===== src/rtl/mod_counter_pkg.sv =====
// Shared defaults, direction/mode encodings and the load clamp helper for mod_counter.
package mod_counter_pkg;

  localparam int unsigned DEF_WIDTH    = 8;
  localparam int unsigned DEF_MAX_VAL  = (1 << DEF_WIDTH) - 1;
  localparam int unsigned DEF_PRESCALE = 4;

  localparam logic DIR_UP    = 1'b1;
  localparam logic DIR_DOWN  = 1'b0;
  localparam logic MODE_WRAP = 1'b0;
  localparam logic MODE_SAT  = 1'b1;

  // Evaluated at 32 bits so it serves every legal WIDTH; callers truncate back.
  function automatic logic [31:0] clamp_load(input logic [31:0] val,
                                             input logic [31:0] max_val);
    return (val > max_val) ? max_val : val;
  endfunction

endpackage


===== src/rtl/mod_counter_prescale.sv =====
// Step divider for mod_counter: counts enabled cycles 0..PRESCALE-1 and ticks on the last one.
module mod_counter_prescale #(
  parameter int unsigned PRESCALE = 4
) (
  input  logic clk,
  input  logic reset_n,
  input  logic en_i,
  input  logic clr_i,
  output logic tick_o
);

  localparam int unsigned   PW   = (PRESCALE > 1) ? $clog2(PRESCALE) : 1;
  localparam logic [PW-1:0] LAST = PW'(PRESCALE - 1);

  logic [PW-1:0] cnt_q, cnt_d;
  logic          at_last;

  assign at_last = (cnt_q == LAST);
  assign tick_o  = en_i & at_last;

  always_comb begin
    cnt_d = cnt_q;
    if (clr_i)       cnt_d = '0;
    else if (en_i)   cnt_d = at_last ? '0 : cnt_q + PW'(1);
  end

  always_ff @(posedge clk or negedge reset_n) begin
    if (!reset_n) cnt_q <= '0;
    else          cnt_q <= cnt_d;
  end

endmodule


===== src/rtl/mod_counter.sv =====
// Modulo up/down counter with clamped load, wrap/saturate mode, tc, wrap pulse and sticky ovf.
// Optional step prescaler is compiled in when COUNTER_PRESCALE_EN is defined.
module mod_counter
  import mod_counter_pkg::*;
#(
  parameter int unsigned      WIDTH    = DEF_WIDTH,
  parameter logic [WIDTH-1:0] MAX_VAL  = {WIDTH{1'b1}},
  parameter int unsigned      PRESCALE = DEF_PRESCALE
) (
  input  logic             clk,
  input  logic             reset_n,
  input  logic             en,
  input  logic             load,
  input  logic [WIDTH-1:0] load_val,
  input  logic             dir,
  input  logic             sat,
  input  logic             clr_ovf,
  output logic [WIDTH-1:0] count,
  output logic             tc,
  output logic             wrap,
  output logic             ovf
);

  if (WIDTH < 2 || WIDTH > 32) begin : g_bad_width
    $error("mod_counter: WIDTH must be in 2..32");
  end
  if (MAX_VAL == '0) begin : g_bad_max
    $error("mod_counter: MAX_VAL must be at least 1");
  end
  if (PRESCALE < 1) begin : g_bad_prescale
    $error("mod_counter: PRESCALE must be at least 1");
  end

  logic [WIDTH-1:0] count_q, count_d;
  logic             wrap_q, wrap_d;
  logic             ovf_q, ovf_d;
  logic [WIDTH-1:0] terminal;
  logic [WIDTH-1:0] load_clamped;
  logic             step;

`ifdef COUNTER_PRESCALE_EN
  mod_counter_prescale #(
    .PRESCALE (PRESCALE)
  ) u_prescale (
    .clk     (clk),
    .reset_n (reset_n),
    .en_i    (en),
    .clr_i   (load),
    .tick_o  (step)
  );
`else
  assign step = en;
`endif

  assign terminal     = (dir == DIR_UP) ? MAX_VAL : '0;
  assign tc           = (count_q == terminal);
  assign load_clamped = WIDTH'(clamp_load(32'(load_val), 32'(MAX_VAL)));

  // NOTE: every always_comb output gets a default first so no path leaves it unassigned (no latch).
  always_comb begin
    count_d = count_q;
    wrap_d  = 1'b0;
    ovf_d   = ovf_q & ~clr_ovf;
    if (load) begin
      count_d = load_clamped;
    end else if (step) begin
      if (!tc) begin
        count_d = (dir == DIR_UP) ? count_q + WIDTH'(1) : count_q - WIDTH'(1);
      end else begin
        // Terminal step: flags set in both modes, set beats a same-cycle clr_ovf.
        wrap_d = 1'b1;
        ovf_d  = 1'b1;
        if (sat != MODE_SAT) count_d = (dir == DIR_UP) ? '0 : MAX_VAL;
      end
    end
  end

  // NOTE: sequential state is written with non-blocking assignments only.
  always_ff @(posedge clk or negedge reset_n) begin
    if (!reset_n) begin
      count_q <= '0;
      wrap_q  <= 1'b0;
      ovf_q   <= 1'b0;
    end else begin
      count_q <= count_d;
      wrap_q  <= wrap_d;
      ovf_q   <= ovf_d;
    end
  end

  assign count = count_q;
  assign wrap  = wrap_q;
  assign ovf   = ovf_q;

endmodule


===== config.mk =====
export PLATFORM = sky130hd
export DESIGN_NAME = mod_counter
export DESIGN_NICKNAME = d
export VERILOG_FILES = /design/src/rtl/mod_counter_pkg.sv /design/src/rtl/mod_counter_prescale.sv /design/src/rtl/mod_counter.sv
export SDC_FILE = /design/constraint.sdc
export NUM_CORES = 1
export LEC_CHECK = 0
export CAP_MARGIN = 20
export CORE_UTILIZATION = 40
export DETAILED_ROUTE_END_ITERATION = 8
export PLACE_DENSITY = 0.7
export SLEW_MARGIN = 30
export SYNTH_ARGS = -nofsm -noshare
export SYNTH_HDL_FRONTEND = slang
export SYNTH_SLANG_ARGS = --single-unit

===== constraint.sdc =====
create_clock -name clk -period 3.8 [get_ports clk]
set_clock_uncertainty 0.05 [all_clocks]
set_input_delay 0.76 -clock clk [delete_from_list [all_inputs] [get_ports clk]]
set_output_delay 0.76 -clock clk [all_outputs]
set_load 0.02 [all_outputs]

==> results of run 1 <==
per-layer routing:
metal,up-vias,track usage [%]
li1,435,-
met1,389,27.8
met2,31,35.0
met3,4,6.29
met4,0,5.39
met5,-,0
where the power goes:
part,switching [W],total (W),leakage (nW),internal [W]
clock,0.0000440,0.000102,0.0210,0.0000583
combinational,0.000109,0.000217,0.388,0.000107
sequential,0.0000177,0.000139,0.119,0.000121
total,0.000171,0.000458,0.527,0.000287
registers in the layout (all words and copies together), names as in the netlist:
signal,flops
count,8
ovf,1
wrap,1
kinds of logic after synthesis:
logic type / after synthesis
xor gates and xnor gates: 4
buffers and inverters: 12
DFF: 10
AOI/OAI and AO/OA: 30
muxes: 1
and+or+nand+nor: 34
adders and majority gates: 7
worst max-delay path, cell delays in order:
cell and delay, ns:
clkdlybuf4s50_1 0.48, inv_1 0.14, ha_1 0.41, and4_4 0.27
o2111ai_4 0.13, inv_2 0.08, clkdlybuf4s50_1 0.59
through the flow:
stage / util (%) / cells / instance area, µm² / hold WS, ns / setup WS [ns]
after floorplan: - / 98 / 865 / 0.414 / 1.15
after global placement: 59.4 / 154 / 1190 / 0.482 / 0.179
after detailed placement: 59.4 / 154 / 1190 / 0.483 / 0.120
after CTS: 61.2 / 158 / 1220 / 0.494 / 0.116
after global routing: 61.2 / 158 / 1220 / 0.528 / 0.0241
final: 61.2 / 158 / 1220 / 0.494 / 0.125
final timing paths:
path	endpoint	slack (ns)	cells after the start
max in group asynchronous	count[6]	2.59	1
worst min-delay path	ovf	0.49	2
worst min register to register	ovf	0.49	2
worst max-delay path	tc	0.13	7
min in group asynchronous	count[0]	0.77	1
worst max register to register	count[7]	1.56	8
layout by cell type (no fill, tap or decap), types with 2 or more instances in the layout:
master / n
a21oi_1: 9
nor2_1: 5
xnor2_1: 2
nand2_1: 6
inv_1: 8
and3_1: 2
nor3_1: 9
clkbuf_4: 3
clkdlybuf4s50_1: 25
o21ai_0: 3
xor2_1: 2
nand3_1: 4
buf_4: 7
ha_1: 6
dfrtp_1: 10
cell type report:
cell class,instances,area share (%)
Multi-Input combinational cell,76,46.4
Timing Repair Buffer,32,24.7
Sequential cell,10,20.4
Clock buffer,4,2.96
Inverter,9,2.76
Tap cell,27,2.76
==> impl_results.md, run 1 <==
- Post-synth top area share: between 20% and 30%
- Die H: ~48 µm
- Max VDD drop: 0.000284 V
- Tmin final: 3.67 ns
- Hold Crit Class: register to register
- Adder-cell share of the synthesized area: between 10 and 15%
- Setup violations, final: 0
- Largest family of logic cells by synthesized area: compound AO/OA/AOI/OAI gates
- RSZ-0062 raised after global routing: no
- Slew Limit Fails: 0
- Final Hold Viols: 0
- Setup Crit Path Kind: primary input to output port
- FF/Latch Area: 250 µm²
- Port Buffers: 25
- Clock Sinks: 10
- Grt ovf: 0
- Worst R2R Start: count[5]
- Die X: 48.5 µm
- Post-synth top cells: dfrtp_1 (10), a21oi_1 (9), nor3_1 (9)
- Final Net Count: 154
- Post-synth EDFFs: 0
- Sequential element share of the synthesized area: 28.9%
- CTS HTree Levels: 1
- Largest fanout on the critical path: 7
- Vias per inst: between 5 and 6
- Post-synth ARST share: 100%
- Antenna violations before repair: 0
- Status: completed
- CP endpoint kind: output port
- Placer Congestion: around 0.86
- Cell variety after synth: 43
- Root Buffer: clkbuf_4
- Register bit total from synthesis: 10
- Most instantiated library cell after synthesis: dfrtp_1
- Filler cells: about 180
- Hpwl dp: 1720 µm
- Post-synthesis simple-gate area fraction: between 20% and 30%
- Core area: 0.00200 mm²
- Routed len/inst: 14.1 µm
- First-pass GRT wire length: 3820 µm
- Startpoint type of the worst setup path: primary input
- Total Power: 0.000458 W
- Worst Setup SP: dir
- Top cells by area, synth: dfrtp_1 (29%), ha_1 (8.7%), a21oi_1 (5.2%), nor3_1 (5.2%), inv_1 (3.5%)
- Share of layout cells above drive strength 1: ~16%
- Critical path data required time: roughly 3.0 ns
- Vias in the first global route: 834
- Worst-Margin Slew: 0.506 ns
- Top Layer Used: met4
- P&R area growth vs syn: 41.7%
- Synthesized cell area: 865 µm²
- CTS resizes: 0
- Max Freq: roughly 270 MHz
- Mean Syn Cell Area: about 8.8 µm²
- Number of I/O pins: 26
- Post-synthesis mux area share: about 1.2%
- Ys Warns: 0
- Post-CTS Hold Buffers: 0
- Synth Area in XOR/XNOR: 4.05%
- Clock buffer depth: 2
- Post-route DRC: 0
- Min-delay src: ovf
- Leading area contributor after synthesis: dfrtp_1
- Starting Density: 43.2%
- Metal3 WL: roughly 140 µm
- Relative slew slack: 66.1%
- CTS tree: built
- Die ar.: roughly 0.0024 mm²
- Number of diodes: 0
- Synth Instances: 98
- Multi-input gate area: 568 µm²
- Setup TNS: 0 ns
- Synth Area in Compound Gates: 28.4%
- Met1 WL: 1020 µm
- DRT Wirelength: 2220 µm
- Drt first-iter violations: 31
- Clock slew at reported path FFs: ~0.07 ns
- Final period util: 96.7%
- Rows: 16
- Met2 Wirelength: 1040 µm
- CP arrival: 2.86 ns
- Pwr/cell area: 374 mW/mm²
- Vias: approximately 860
- TritonCTS Buffers: 3
- Skew-Pair Late Insertion Delay: ~0.28 ns
- Mapped Nets: between 100 and 150
- Max Cap Viol: 0
- Antenna viol nets, final: 0
- Postcts setup bufs: 0
- Leak: between 0.5 and 0.6 nW
- Largest net degree at the start of global routing: 17
- Ys flop type: dfrtp_1
- Total GRT Usage: 21.4%
- Drt pass-1 iters: 4
(Power assumes the default switching activity.)
==> inputs of run 2 (changes only) <==
CELL_PAD_IN_SITES_DETAIL_PLACEMENT = 1   (was not set)
CELL_PAD_IN_SITES_GLOBAL_PLACEMENT = 1   (was not set)
CORE_MARGIN = 2   (was not set)
CORE_UTILIZATION = 36   (was 40)
PLACE_DENSITY = 0.84   (was 0.7)
==> impl_results.md, run 2 (same netlist as run 1, synthesis figures left out) <==
- Status: completed
- Port Buffers: 25
- Die X: 53.0 µm
- Number of diodes: 0
- Placer Congestion: 0.861
- Total GRT Usage: 22.1%
- Relative slew slack: 62.7%
- CTS HTree Levels: 1
- Vias in the first global route: 951
- Total Power: 0.000440 W
- CTS resizes: 0
- Grt ovf: 0
- Post-route DRC: 0
- Postcts setup bufs: 0
- Post-CTS Hold Buffers: 0
- Placed Area: between 0.001 and 0.0015 mm²
- Setup violations, final: 0
- Worst Setup SP: dir
- Critical path's largest stage delay: 0.59 ns
- Max VDD drop: between 0.0002 and 0.00025 V
- Worst R2R Start: count[4]
- Max FFs per register: 8
- Clock buffer depth: 2
- Slew Limit Fails: 0
- Starting Density: between 30% and 40%
- Commonest non-fill, non-tap cell in the layout: clkdlybuf4s50_1
- Tmin final: 3.66 ns
- Max Cap Viol: 0
- Hold Crit Class: register to register
- Most frequent cells in the layout: clkdlybuf4s50_1 (25), dfrtp_1 (10), nor3_1 (9), a21oi_1 (9), inv_1 (8)
- Antenna violations before repair: 0
- Antenna viol nets, final: 0
- Rows: 17
- Final Net Count: 153
- Drt pass-1 iters: 4
- Largest net degree at the start of global routing: 17
- Vias per inst: 5.72
- Core area: 0.00223 mm²
- P&R area growth vs syn: 39.4%
- CTS tree: built
- CP endpoint kind: output port
- Drt first-iter violations: 7
- RSZ-0062 raised after global routing: no
- Share of layout cells above drive strength 1: 14.7%
- Clock Sinks: 10
- Setup Crit Path Kind: primary input to output port
- First-pass GRT wire length: 4420 µm
- DRT Wirelength: 2740 µm
- Startpoint type of the worst setup path: primary input
- Critical path data required time: approximately 3.0 ns
- Fin area: 0.00120 mm²
- Routed len/inst: 17.5 µm
- CP most frequent cell: clkdlybuf4s50_1
- Number of I/O pins: 26
- Leak: a little over 0.5 nW
- CP arrival: 2.85 ns
- Multi-input gate area: 568 µm²
- TritonCTS Buffers: 3
- Skew-Pair Late Insertion Delay: 0.26 ns
- Setup TNS: 0 ns
- Final period util: 96.2%
- Clock slew at reported path FFs: 0.06 ns
- Crit path max-delay cell type: clkdlybuf4s50_1
- FF/Latch Area: 250 µm²
- Max Freq: 273 MHz
- Vias: 898
- Die H: 53.0 µm
- Min-delay src: ovf
- Final Hold Viols: 0
- Filler cells: 279
- Worst-Margin Slew: between 0.5 and 0.6 ns
- Root Buffer: clkbuf_4
- Hpwl dp: 2250 µm
- Die ar.: 0.00281 mm²
- Pwr/cell area: ~370 mW/mm²
- Critical-path cell list: clkdlybuf4s50_1, inv_1, ha_1, and4_4, o2111ai_4, inv_2, clkdlybuf4s50_1
- Largest fanout on the critical path: 6
==> run 2: final timing paths <==
kind,endpoint,slack (ns),cells past startpoint
hold reg to reg,ovf,0.49,2
hold / removal,ovf,0.49,2
min in group asynchronous,count[1],0.78,1
max in group asynchronous,wrap,2.57,1
setup reg to reg,count[7],1.50,8
setup / recovery,tc,0.14,7
==> run 2: layer usage <==
| layer | wire [µm] | vias to the layer above | GRT usage (%) |
|---|---|---|---|
| li1 | - | 431 | - |
| met1 | 1120 | 436 | 23.7 |
| met2 | 1460 | 27 | 43.1 |
| met3 | 140 | 4 | 5.65 |
| met4 | 24 | 0 | 4.27 |
| met5 | 0 | - | 0 |
==> run 2: worst max-delay path: cells and delay by family <==
family | cells | cell delay (ns)
AOI/OAI and AO/OA | 1 | 0.14
buffers and inverters | 4 | 1.26
and+or+nand+nor | 1 | 0.29
adders and majority gates | 1 | 0.40
==> run 2: final cells by class <==
class | count | share of cell area [%]
clock buffer | 3 | 1.87
inverter | 9 | 2.80
tap | 28 | 2.91
multi-input combinational | 76 | 47.1
timing repair buffer | 31 | 24.5
sequential | 10 | 20.8
==> run 2: power breakdown <==
group / internal [W] / total (W) / leakage [nW] / switching (W)
logic: 0.000108 / 0.000227 / 0.383 / 0.000119
registers: 0.000121 / 0.000142 / 0.119 / 0.0000206
clock network: 0.0000365 / 0.0000713 / 0.0138 / 0.0000348
total: 0.000265 / 0.000440 / 0.515 / 0.000175
==> run 2: per-stage QoR <==
step	setup slack (ns)	util, %	cells	hold slack (ns)
2_1_floorplan	1.15	-	98	0.414
3_3_place_gp	0.195	52.9	154	0.479
3_5_place_dp	0.150	52.9	154	0.485
4_1_cts	0.141	53.9	157	0.494
5_1_grt	0.0249	53.9	157	0.522
6_report	0.143	53.9	157	0.488
